===== src/rtl/cpu_types_pkg.sv =====
// Shared CPU datapath types: machine word and the data-request FSM state.
package cpu_types_pkg;

  typedef logic [31:0] word_t;

  typedef enum logic [1:0] {
    IDLE  = 2'd0,
    READ  = 2'd1,
    WRITE = 2'd2
  } req_state_t;

endpackage


===== src/rtl/llsc_link.sv =====
// llsc_link: LL/SC link register (valid bit + linked address) with address compare.
module llsc_link #(
  parameter int ADDR_W = 32
) (
  input  logic              CLK,
  input  logic              nRST,
  input  logic              set,
  input  logic              clear,
  input  logic [ADDR_W-1:0] addr,
  input  logic [ADDR_W-1:0] check_addr,
  output logic              valid,
  output logic              match
);

  logic              r_valid;
  logic [ADDR_W-1:0] r_addr;

  always_ff @(posedge CLK or negedge nRST) begin
    if (!nRST) begin
      r_valid <= 1'b0;
      r_addr  <= '0;
    end else if (set) begin
      r_valid <= 1'b1;
      r_addr  <= addr;
    end else if (clear) begin
      r_valid <= 1'b0;
    end
  end

  assign valid = r_valid;
  assign match = r_valid && (r_addr == check_addr);

endmodule


===== src/rtl/dmem_request_ctrl.sv =====
// dmem_request_ctrl: data-memory request FSM with registered enables and LL/SC link.
// Optional request watchdog is compiled in with `define REQ_TIMEOUT_EN.
module dmem_request_ctrl
  import cpu_types_pkg::*;
#(
  parameter int ADDR_W         = 32,
  parameter int WORD_W         = 32,
  parameter int TIMEOUT_CYCLES = 16
) (
  input  logic              CLK,
  input  logic              nRST,
  input  logic              ihit,
  input  logic              dhit,
  input  logic              dREN,
  input  logic              dWEN,
  input  logic              datomic,
  input  logic              halt,
  input  logic              flush,
  input  logic [ADDR_W-1:0] daddr,
  input  logic [WORD_W-1:0] dstore,
  output logic              dmemREN,
  output logic              dmemWEN,
  output logic [ADDR_W-1:0] dmemaddr,
  output logic [WORD_W-1:0] dmemstore,
  output logic              pcWEN,
  output logic              stall,
  output logic              sc_fail,
  output logic              timeout_err
);

  req_state_t        r_state, w_next;
  logic [ADDR_W-1:0] r_addr;
  logic [WORD_W-1:0] r_store;
  logic              r_atomic;
  logic              w_busy, w_go, w_sc_bad, w_launch_rd, w_launch_wr, w_timeout;
  logic              w_link_valid, w_link_match, w_link_set, w_link_clear, w_pc;
  logic [ADDR_W-1:0] w_check_addr;

  if (TIMEOUT_CYCLES < 1) begin : g_bad_cfg
    $error("TIMEOUT_CYCLES must be at least 1");
  end

  assign w_busy      = (r_state != IDLE);
  assign w_go        = (r_state == IDLE) && ihit && !halt && !flush;
  // A failing SC completes locally: no memory write, the PC simply advances.
  assign w_sc_bad    = w_go && dWEN && datomic && !w_link_match;
  assign w_launch_wr = w_go && dWEN && !w_sc_bad;
  assign w_launch_rd = w_go && !dWEN && dREN;

  // In IDLE the link is checked against the incoming SC; while busy, against the store in flight.
  assign w_check_addr = w_busy ? r_addr : daddr;
  assign w_link_set   = (r_state == READ) && dhit && r_atomic;
  assign w_link_clear = (r_state == WRITE) && dhit && w_link_match;

  llsc_link #(.ADDR_W(ADDR_W)) u_link (
    .CLK        (CLK),
    .nRST       (nRST),
    .set        (w_link_set),
    .clear      (w_link_clear),
    .addr       (r_addr),
    .check_addr (w_check_addr),
    .valid      (w_link_valid),
    .match      (w_link_match)
  );

`ifdef REQ_TIMEOUT_EN
  localparam int WDOG_W = $clog2(TIMEOUT_CYCLES + 1);
  logic [WDOG_W-1:0] r_wdog;
  logic              r_timeout_err;

  always_ff @(posedge CLK or negedge nRST) begin
    if (!nRST) begin
      r_wdog        <= '0;
      r_timeout_err <= 1'b0;
    end else begin
      if (w_launch_rd || w_launch_wr) r_wdog <= '0;
      else if (w_busy)                r_wdog <= r_wdog + 1'b1;
      if (w_timeout) r_timeout_err <= 1'b1;
    end
  end

  assign w_timeout   = w_busy && !dhit && (r_wdog == WDOG_W'(TIMEOUT_CYCLES - 1));
  assign timeout_err = r_timeout_err;
`else
  assign w_timeout   = 1'b0;
  assign timeout_err = 1'b0;
`endif

  always_ff @(posedge CLK or negedge nRST) begin
    if (!nRST) begin
      r_state  <= IDLE;
      r_addr   <= '0;
      r_store  <= '0;
      r_atomic <= 1'b0;
    end else begin
      r_state <= w_next;
      if (w_launch_rd || w_launch_wr) begin
        r_addr   <= daddr;
        r_store  <= dstore;
        r_atomic <= datomic;
      end
    end
  end

  always_comb begin
    w_next = r_state;
    w_pc   = 1'b0;
    case (r_state)
      IDLE: begin
        w_pc = (ihit && !dREN && !dWEN) || w_sc_bad;
        if (w_launch_wr)      w_next = WRITE;
        else if (w_launch_rd) w_next = READ;
      end
      READ, WRITE: begin
        w_pc = dhit || w_timeout;
        if (dhit || w_timeout) w_next = IDLE;
      end
      default: w_next = IDLE;
    endcase
  end

  assign pcWEN     = w_pc && !halt;
  assign stall     = w_busy;
  assign sc_fail   = w_sc_bad;
  assign dmemREN   = (r_state == READ);
  assign dmemWEN   = (r_state == WRITE);
  assign dmemaddr  = r_addr;
  assign dmemstore = r_store;

endmodule


===== config.mk =====
export PLATFORM = sky130hd
export DESIGN_NAME = dmem_request_ctrl
export DESIGN_NICKNAME = d
export VERILOG_FILES = /design/src/rtl/cpu_types_pkg.sv /design/src/rtl/llsc_link.sv /design/src/rtl/dmem_request_ctrl.sv
export SDC_FILE = /design/constraint.sdc
export NUM_CORES = 1
export LEC_CHECK = 0
export CAP_MARGIN = 5
export CELL_PAD_IN_SITES_DETAIL_PLACEMENT = 1
export CELL_PAD_IN_SITES_GLOBAL_PLACEMENT = 2
export CORE_MARGIN = 2
export CORE_UTILIZATION = 28
export DETAILED_ROUTE_END_ITERATION = 16
export HOLD_SLACK_MARGIN = 0.12
export PLACE_DENSITY_LB_ADDON = 0.2
export SYNTH_ARGS = -nofsm -noshare
export SYNTH_HDL_FRONTEND = slang
export SYNTH_SLANG_ARGS = --single-unit

===== constraint.sdc =====
create_clock -name CLK -period 3.2 [get_ports CLK]
set_clock_uncertainty 0.2 [all_clocks]
set_input_delay 0.48 -clock CLK [delete_from_list [all_inputs] [get_ports CLK]]
set_output_delay 0.48 -clock CLK [all_outputs]
set_load 0.01 [all_outputs]

==> results of run 1 <==
[power breakdown]
group / switching [uW] / internal [uW] / total (uW)
Clock: 463 / 699 / 1160
Sequential: 464 / 1880 / 2340
Combinational: 1220 / 2120 / 3340
[final timing paths]
path / start / end
min in group asynchronous: nRST / dmemaddr[10]
setup / recovery: r_state[0] / pcWEN
setup reg to reg: r_state[0] / dmemaddr[0]
hold reg to reg: dmemstore[16] / dmemstore[16]
hold / removal: dmemstore[16] / dmemstore[16]
max in group asynchronous: nRST / dmemstore[5]
[logic make-up after synthesis]
logic type               synth area share
flip-flops                         0.5322
buffers and inverters             0.02901
XOR/XNOR                          0.05961
multiplexers                       0.3228
AND/OR/NAND/NOR                   0.02688
AO/OA/AOI/OAI                     0.01810
other                           0.0007975
adder cells (fa/ha/maj)           0.01064
[repair_timing]
item / 4_1_cts / 5_1_grt
gates resized for setup: 25 / 11
setup buffers: 6 / 5
pin swaps: 10 / 5
hold endpoints to repair: 40 / 0
setup endpoints to repair: 69 / 69
cloned: 10 / 1
hold buffers: 1 / 0
[sequential cells by signal, summed over array words and instances, names as in the netlist]
signal	flops
dmemstore	32
u_link.r_addr	32
u_link.valid	1
r_state	2
dmemaddr	32
r_atomic	1
[placed cells by master (no fill, tap or decap), types with 4 or more instances in the layout]
cell	synthesis	layout
nor4_1	9	4
dfrtp_1	100	100
nor2_1	5	4
clkbuf_16	0	13
nor4_2	0	5
clkdlybuf4s50_1	0	138
mux2i_1	32	31
buf_12	0	6
xnor2_1	32	32
mux2_2	69	69
buf_16	0	4
buf_4	1	26
buf_6	7	4
mux2_4	28	28
[routing by layer]
layer | part of all wire | GRT usage
met5 | 0 | 0
met1 | 0.42 | 0.1894
met2 | 0.49 | 0.2566
met4 | 0.0086 | 0.04078
met3 | 0.079 | 0.06583
[through the flow]
stage | instances | cell area [um2] | TNS (ps) | total power, uW
6_report | 724 | 7277 | -12470 | 6845
3_5_place_dp | 687 | 6506 | -22280 | 5427
2_1_floorplan | 318 | 4702 | 0 | 3930
5_1_grt | 724 | 7277 | -25400 | 7289
4_1_cts | 718 | 7212 | -19960 | 6879
3_3_place_gp | 687 | 6506 | -18790 | 5345
[final cells by class]
cell class / count / area, um2 / area share
clock buffer: 12 / 246.5 / 0.03387
inverter: 5 / 18.77 / 0.002579
clock inverter: 2 / 60.06 / 0.008253
multi-input combinational: 199 / 2142 / 0.2944
tap: 220 / 275.3 / 0.03783
sequential: 100 / 2502 / 0.3439
timing repair buffer: 186 / 2032 / 0.2792
==> flow_metrics.py, run 1 <==
metrics = {
    "power": {
        "ir_drop_uv": 382.0,
        "power_density_nw_per_um2": 940.6,
        "p_leak_uw": 0.003324,
    },
    "timing": {
        "slew_headroom": 0.3329,
        "finalWorstSetupSlack_ps": -353.6,
        "finalMaxSlewViolations": 0,
        "rsz0062_at_grt": "yes",
        "max_slew.worst_pin.slew_ps": 991.6,
        "finalSetupViolations": 69,
        "fmax_ghz": 0.2814,
        "finalHoldViolCount": 0,
        "hold_slack_ps": 307.9,
        "fin_crit_ps": 3554,
        "finalCritPeriodShare": 1.111,
    },
    "logic_synthesis": {
        "synth_common_cells": "dfrtp_1, mux2_2, mux2i_1, xnor2_1, mux2_4",
        "syn_area_per_cell_um2": 14.79,
        "synth_ff_type": "dfrtp_1",
        "async_flop_share": 1.000,
        "yosysWarnings": 0,
        "synth_area_um2": 4702,
        "synth.most_common_cell": "dfrtp_1",
        "synth_top_area_frac": 0.5322,
        "ys_ff_latch": 100,
        "synth-seq-area-share": 0.5322,
        "synth_cell_types": 30,
        "synth.area.top_cells": "dfrtp_1, mux2_2, mux2_4",
        "syn_inst": 318,
        "yosysTopAreaCell": "dfrtp_1",
        "synth_edf_count": 0,
        "synth_nets": 395,
    },
    "clocking": {
        "clock_latency_ps": 350,
        "cts_tree": "yes",
        "clock_path_buffers": 2,
        "clk_pin_slew_worst_paths_ps": 60,
        "h-tree-depth": 3,
        "cts_root_buffer": "clkbuf_16",
        "cts_buffers": 9,
        "cts.sinks": 100,
    },
    "route": {
        "wl_per_cell_um": 18.58,
        "drt_iter0_drc": 95,
        "final_antenna_net_count": 0,
        "avgViaCountPerCell": 4.551,
        "vias": 3295,
        "wl_um": 13450,
        "firstDrtPassIters": 4,
        "drc": 0,
    },
    "critical_path": {
        "crit_slowest_cell": "dfrtp_1",
        "crit_cells": 12,
        "reg2reg_depth": 14,
        "cp_top_family": "buffers and inverters",
        "slowest_delay_ps": 390,
        "path_buf_inv": 4,
        "required_ps": 2520,
        "r2r_setup_slack_ps": -260,
        "critical_path.max_fanout": 9,
        "cp-start-kind": "register",
        "setup.worst_path.end_class": "output pin",
        "crit_chain": "inv_2 -> ha_4 -> buf_4 -> mux2i_1 -> xnor2_1 -> nor4_1 -> nand4_1 -> buf_6 -> o31ai_4 -> nor2_2 -> o21a_1 -> buf_2",
        "path_class": "reg2out",
        "worstPathArrival_ps": 2870,
    },
    "final_layout": {
        "syn2layout_area_growth_pct": 54.76,
        "nets": 578,
        "nFillCells": 1679,
        "n_antenna_cell": 0,
        "drive_above_1_share": 0.3393,
        "final_util": 0.4404,
    },
    "grt": {
        "grt_remaining_overflow": 0,
        "grt_pass1_vias": 3684,
        "grt_max_degree": 61,
        "grt_pass1_wl_um": 20990,
        "track_usage": 0.1562,
        "grt_antenna_before_repair": 0,
    },
    "placed_design": {
        "numPortBuffers": 141,
        "gp_congestion": 0.7165,
        "pre_cts_slack_ps": -610.0,
        "dpl.hpwl_um": 8670,
    },
    "floorplanning": {
        "initial_core_util": 0.2845,
        "rows": 47,
        "die_h_um": 133.6,
        "boundaryPins": 143,
        "coreArea_um2": 16520,
        "die_w_um": 133.6,
        "dieArea_um2": 17850,
    },
    "run": {
        "drv_cap": 0,
    },
    "hold_path": {
        "hold_class": "reg2reg",
        "min_path_cells": 1,
    },
    "outcome": {
        "status": "complete, but fails checks",
        "violations": "setup timing",
    },
}
Note: power is estimated with default switching activity, not from simulation.
==> inputs of run 2 (changes only) <==
MAX_ROUTING_LAYER = met4   (was unset)
==> run 2 against run 1 <==
  * The flow still finishes with violations (setup timing)
  * Flip-flop and latch count stayed put
  * Hold slack worse by 0.80 ps
  * Maximum frequency about the same
  * Non-clock buffer count stayed put
  * First-iteration DRC count unchanged
  * Register-to-register slack hardly changed
  * Critical endpoint unchanged
  * Largest power group unchanged
==> flow_metrics.py, run 2 (synthesis results as in run 1) <==
metrics = {
    "floorplanning": {
        "die_h_um": 133.6,
        "boundaryPins": 143,
        "dieArea_um2": 17850,
        "coreArea_um2": 16520,
        "die_w_um": 133.6,
        "rows": 47,
        "initial_core_util": 0.2845,
    },
    "outcome": {
        "violations": "setup timing",
        "status": "complete, but fails checks",
    },
    "critical_path": {
        "path_buf_inv": 5,
        "crit_chain": "inv_2 -> ha_4 -> buf_12 -> mux2i_2 -> xnor2_1 -> nor4_1 -> buf_4 -> nand4_1 -> buf_6 -> o31ai_4 -> nor2_2 -> o21a_1 -> buf_2",
        "cp_top_family": "buffers and inverters",
        "path_class": "reg2out",
        "critical_path.max_fanout": 7,
        "r2r-start": "r_state[0]",
        "cp-start-kind": "register",
        "crit_slowest_cell": "dfrtp_1",
        "setup.worst_path.end_class": "output pin",
        "slowest_delay_ps": 390,
        "worstPathArrival_ps": 2870,
        "required_ps": 2520,
        "startpoint": "r_state[0]",
    },
    "clocking": {
        "cts.sinks": 100,
        "clk_pin_slew_worst_paths_ps": 60,
        "cts_root_buffer": "clkbuf_16",
        "h-tree-depth": 3,
        "clock_path_buffers": 2,
        "cts_buffers": 9,
        "cts_tree": "yes",
        "clock_latency_ps": 350,
    },
    "grt": {
        "grt_pass1_wl_um": 20930,
        "track_usage": 0.1605,
        "grt_remaining_overflow": 0,
        "grt_pass1_vias": 3706,
        "grt_max_degree": 61,
        "grt_antenna_before_repair": 0,
    },
    "route": {
        "drt_iter0_drc": 95,
        "wl_per_cell_um": 18.55,
        "final_antenna_net_count": 0,
        "vias": 3289,
        "drc": 0,
        "avgViaCountPerCell": 4.543,
        "firstDrtPassIters": 4,
        "wl_um": 13430,
    },
    "placed_design": {
        "dpl.hpwl_um": 8670,
        "dp.cells": 687,
        "gp_congestion": 0.7248,
        "numPortBuffers": 141,
    },
    "timing": {
        "finalSetupViolations": 69,
        "fin_crit_ps": 3552,
        "slew_headroom": 0.3498,
        "finalCritPeriodShare": 1.110,
        "hold_slack_ps": 307.2,
        "max_slew.worst_pin.slew_ps": 966.3,
        "finalWorstSetupSlack_ps": -352.3,
        "finalHoldViolCount": 0,
        "finalMaxSlewViolations": 0,
        "rsz0062_at_grt": "yes",
        "fmax_ghz": 0.2815,
    },
    "hold_path": {
        "min_from": "dmemstore[1]",
        "hold_class": "reg2reg",
    },
    "power": {
        "power_uw": 6844,
        "ir_drop_uv": 380.7,
        "p_leak_uw": 0.003324,
        "power_density_nw_per_um2": 940.4,
    },
    "final_layout": {
        "nFillCells": 1679,
        "seq_area_um2": 2502,
        "instances_no_fill": 724,
        "final_util": 0.4404,
        "nets": 578,
        "n_antenna_cell": 0,
        "layout_common_cells": "clkdlybuf4s50_1, dfrtp_1, mux2_2",
        "layout_commonest_cell": "clkdlybuf4s50_1",
        "multiInputGateArea_um2": 2142,
        "syn2layout_area_growth_pct": 54.76,
        "drive_above_1_share": 0.3393,
    },
    "run": {
        "drv_cap": 0,
    },
}
-- run 2: cell counts in the layout (fill, tap and decap cells not counted) --
Identical to the previous run, type by type.
-- run 2: path summary, 6_finish.rpt --
kind	slack (ps)	to	depth (start not counted)
setup reg to reg	-260	dmemstore[28]	15
hold / removal	310	dmemstore[1]	1
min in group asynchronous	460	dmemaddr[10]	2
max in group asynchronous	1590	dmemstore[5]	3
hold reg to reg	310	dmemstore[1]	1
setup / recovery	-350	pcWEN	13
-- run 2: through the flow --
stage	worst slack (ps)	setup TNS [ps]	area [um2]
4_1_cts	-460.4	-19960	7212
5_1_grt	-554.5	-25410	7277
3_5_place_dp	-610.0	-22280	6506
6_report	-352.3	-12070	7277
2_1_floorplan	214.3	0	4702
3_3_place_gp	-581.6	-18790	6506
-- run 2: cell type report --
class	instances	area share
Clock buffer	12	0.03387
Clock inverter	2	0.008253
Inverter	5	0.002579
Multi-Input combinational cell	199	0.2944
Sequential cell	100	0.3439
Tap cell	220	0.03783
Timing Repair Buffer	186	0.2792
-- run 2: metal layers --
metal	up-vias	track usage	wire length [um]
met5	-	-	0
met1	1677	0.1957	5796
met4	0	0.04078	119
met3	11	0.05479	910
met2	104	0.2563	6603
li1	1497	-	-
-- run 2: power by group --
part / total (uW) / leakage, uW / internal (uW) / switching [uW]
Clock: 1160 / 0.000149 / 699 / 462
Sequential: 2340 / 0.00123 / 1880 / 464
Combinational: 3340 / 0.00194 / 2120 / 1220
-- run 2: repair_timing --
action                                  4_1_cts  5_1_grt
gates resized for setup                      25       11
buffers inserted                              6        5
cloned                                       10        1
hold buffers                                  1        0
endpoints found under the setup margin       69       69
endpoints found under the hold margin        40        0
pin swaps                                    10        5
-- run 2: worst register-to-register path, cell delays in order (launching register included) --
cell     delay [ps]
dfrtp_1         390
inv_2            90
ha_4            240
buf_12          160
mux2i_2         230
xnor2_1         100
nor4_1          270
buf_4           160
nand4_1         100
buf_6           160
o31ai_4         270
buf_4           210
o21ai_4         110
buf_12          220
buf_16          150
mux2_4          290
==> inputs of run 3 (changes only) <==
--- a/config.mk
+++ b/config.mk
@@ -14,5 +14,5 @@
 export HOLD_SLACK_MARGIN = 0.12
 export MAX_ROUTING_LAYER = met4
-export PLACE_DENSITY_LB_ADDON = 0.2
+export PLACE_DENSITY = 0.75
 export SYNTH_ARGS = -nofsm -noshare
 export SYNTH_HDL_FRONTEND = slang
==> constraint.sdc (replaced) <==
create_clock -name CLK -period 3.2 [get_ports CLK]
set_clock_uncertainty 0.2 [all_clocks]
set_input_delay 0.64 -clock CLK [delete_from_list [all_inputs] [get_ports CLK]]
set_output_delay 0.64 -clock CLK [all_outputs]
set_load 0.01 [all_outputs]
==> run 3 against run 2 <==
  * The run still ends with setup timing left
  * Design area is 3.6% higher
  * Die area unchanged
  * Clock power is 3% higher
  * First-iteration DRC count shrank 55%
  * Count of clock-buffer cells in the layout decreased by 3
  * Critical path depth decreased by 1
  * Critical path type unchanged
  * Largest power group unchanged
==> flow_metrics.py, run 3 (synthesis results as in run 1) <==
metrics = {
    "outcome": {
        "status": "complete, but fails checks",
        "violations": "setup timing",
    },
    "final_layout": {
        "drive_above_1_share": 0.3812,
        "syn2layout_area_growth_pct": 60.38,
        "final_util": 0.4563,
        "n_antenna_cell": 0,
        "instances_no_fill": 742,
        "postLayoutCellArea_um2": 7541,
        "layout_common_cells": "clkdlybuf4s50_1, dfrtp_1, mux2_2",
        "layout_commonest_cell": "clkdlybuf4s50_1",
        "nets": 594,
    },
    "floorplanning": {
        "initial_core_util": 0.2845,
        "die_w_um": 133.6,
        "dieArea_um2": 17850,
        "boundaryPins": 143,
        "rows": 47,
        "die_h_um": 133.6,
        "coreArea_um2": 16520,
    },
    "clocking": {
        "clock_path_buffers": 2,
        "cts.sinks": 100,
        "cts_buffers": 9,
        "clock_latency_ps": 350,
        "hold_buffers": 0,
        "h-tree-depth": 3,
        "clk_pin_slew_worst_paths_ps": 70,
        "cts_tree": "yes",
        "cts_root_buffer": "clkbuf_16",
    },
    "critical_path": {
        "crit_chain": "inv_2 -> ha_4 -> buf_6 -> buf_16 -> mux2i_2 -> xnor2_1 -> nor4_2 -> nand4_1 -> o31ai_4 -> nor2_2 -> o21a_1 -> buf_2",
        "r2r_setup_slack_ps": -350,
        "setup.worst_path.end_class": "output pin",
        "slowest_delay_ps": 390,
        "path_class": "reg2out",
        "required_ps": 2360,
        "r2r-start": "r_state[0]",
        "rr_endpoint": "dmemaddr[20]",
        "critical_path.max_fanout": 6,
        "crit_slowest_cell": "dfrtp_1",
        "worstPathArrival_ps": 2970,
        "cp-start-kind": "register",
        "reg2reg_depth": 13,
    },
    "route": {
        "wl_um": 13460,
        "wl_per_cell_um": 18.14,
        "firstDrtPassIters": 4,
        "drt_iter0_drc": 43,
        "final_antenna_net_count": 0,
        "vias": 3308,
        "drc": 0,
        "avgViaCountPerCell": 4.458,
    },
    "grt": {
        "grt_remaining_overflow": 0,
        "track_usage": 0.1619,
        "grt_pass1_vias": 3784,
        "grt_max_degree": 101,
        "grt_antenna_before_repair": 0,
        "grt_pass1_wl_um": 21490,
    },
    "timing": {
        "finalWorstSetupSlack_ps": -609.0,
        "finalCritPeriodShare": 1.190,
        "finalMaxSlewViolations": 0,
        "setup-tns-final_ps": -20800,
        "finalHoldViolCount": 0,
        "finalSetupViolations": 69,
        "fin_crit_ps": 3809,
        "fmax_ghz": 0.2625,
        "slew_headroom": 0.3974,
        "max_slew.worst_pin.slew_ps": 895.6,
        "rsz0062_at_grt": "yes",
    },
    "power": {
        "power_frac_seq": 0.321,
        "p_switching_uw": 2300,
        "combPwrFrac": 0.514,
        "ir_drop_uv": 336.5,
        "power_density_nw_per_um2": 960.6,
        "p_leak_uw": 0.003459,
        "swShare": 0.3176,
        "internal-power_uw": 4944,
        "clkPwrFrac": 0.166,
    },
    "placed_design": {
        "dp.cells": 695,
        "pre_cts_slack_ps": -927.5,
        "numPortBuffers": 141,
        "dpl.hpwl_um": 8437,
        "gp_congestion": 0.7577,
        "dpl_cell_area_um2": 6591,
    },
    "hold_path": {
        "hold_class": "in2async",
    },
    "run": {
        "drv_cap": 0,
    },
}
run 3: worst max path at each step:
stage	start	depth (start not counted)	to
5_1_grt	r_state[0]	12	pcWEN
6_report	r_state[0]	12	pcWEN
3_3_place_gp	daddr[11]	10	pcWEN
3_5_place_dp	daddr[11]	10	pcWEN
4_1_cts	r_state[1]	13	pcWEN
2_1_floorplan	r_state[0]	11	pcWEN
run 3: critical path: cells and delay by family, from the launching register on:
family          cells  cell delay [ps]
mux                 1              230
simple gates        3              650
fa+ha+maj           1              220
buf+inv             4              500
compound gates      2              480
xor+xnor            1              120
flops               1              390
run 3: timing repair:
action,in CTS,in global routing
gates resized for setup,36,14
setup buffers,21,9
endpoints found under the setup margin,69,70
gates cloned,10,1
pin swaps,14,14
run 3: final cells by class:
class / instances / area (um2)
fill: 1655 / 8984
sequential: 100 / 2502
timing repair buffer: 202 / 2211
multi-input combinational: 199 / 2210
tap: 220 / 275.3
clock buffer: 9 / 225.2
clock inverter: 7 / 98.84
inverter: 5 / 18.77
run 3: through the flow:
stage	total power [uW]	hold slack, ps
after floorplan	3930	144.4
after global placement	5385	287.0
after detailed placement	5501	292.0
after CTS	7079	174.3
after global routing	7685	172.8
final	7244	138.6
run 3: power by group through the flow:
stage	Combinational, uW	Clock [uW]	Sequential, uW
floorplan	1470	0	2460
CTS	3530	1240	2310
global route	3970	1300	2420
detailed placement	3170	0	2330
global placement	3100	0	2280
finish	3720	1200	2320
run 3: routing by layer:
| layer | GRT usage | vias to the layer above | part of all wire |
|---|---|---|---|
| li1 | - | 1522 | - |
| met5 | - | - | 0 |
| met1 | 0.2051 | 1700 | 0.45 |
| met4 | 0.04787 | 0 | 0.013 |
| met3 | 0.02473 | 11 | 0.032 |
| met2 | 0.2689 | 75 | 0.51 |
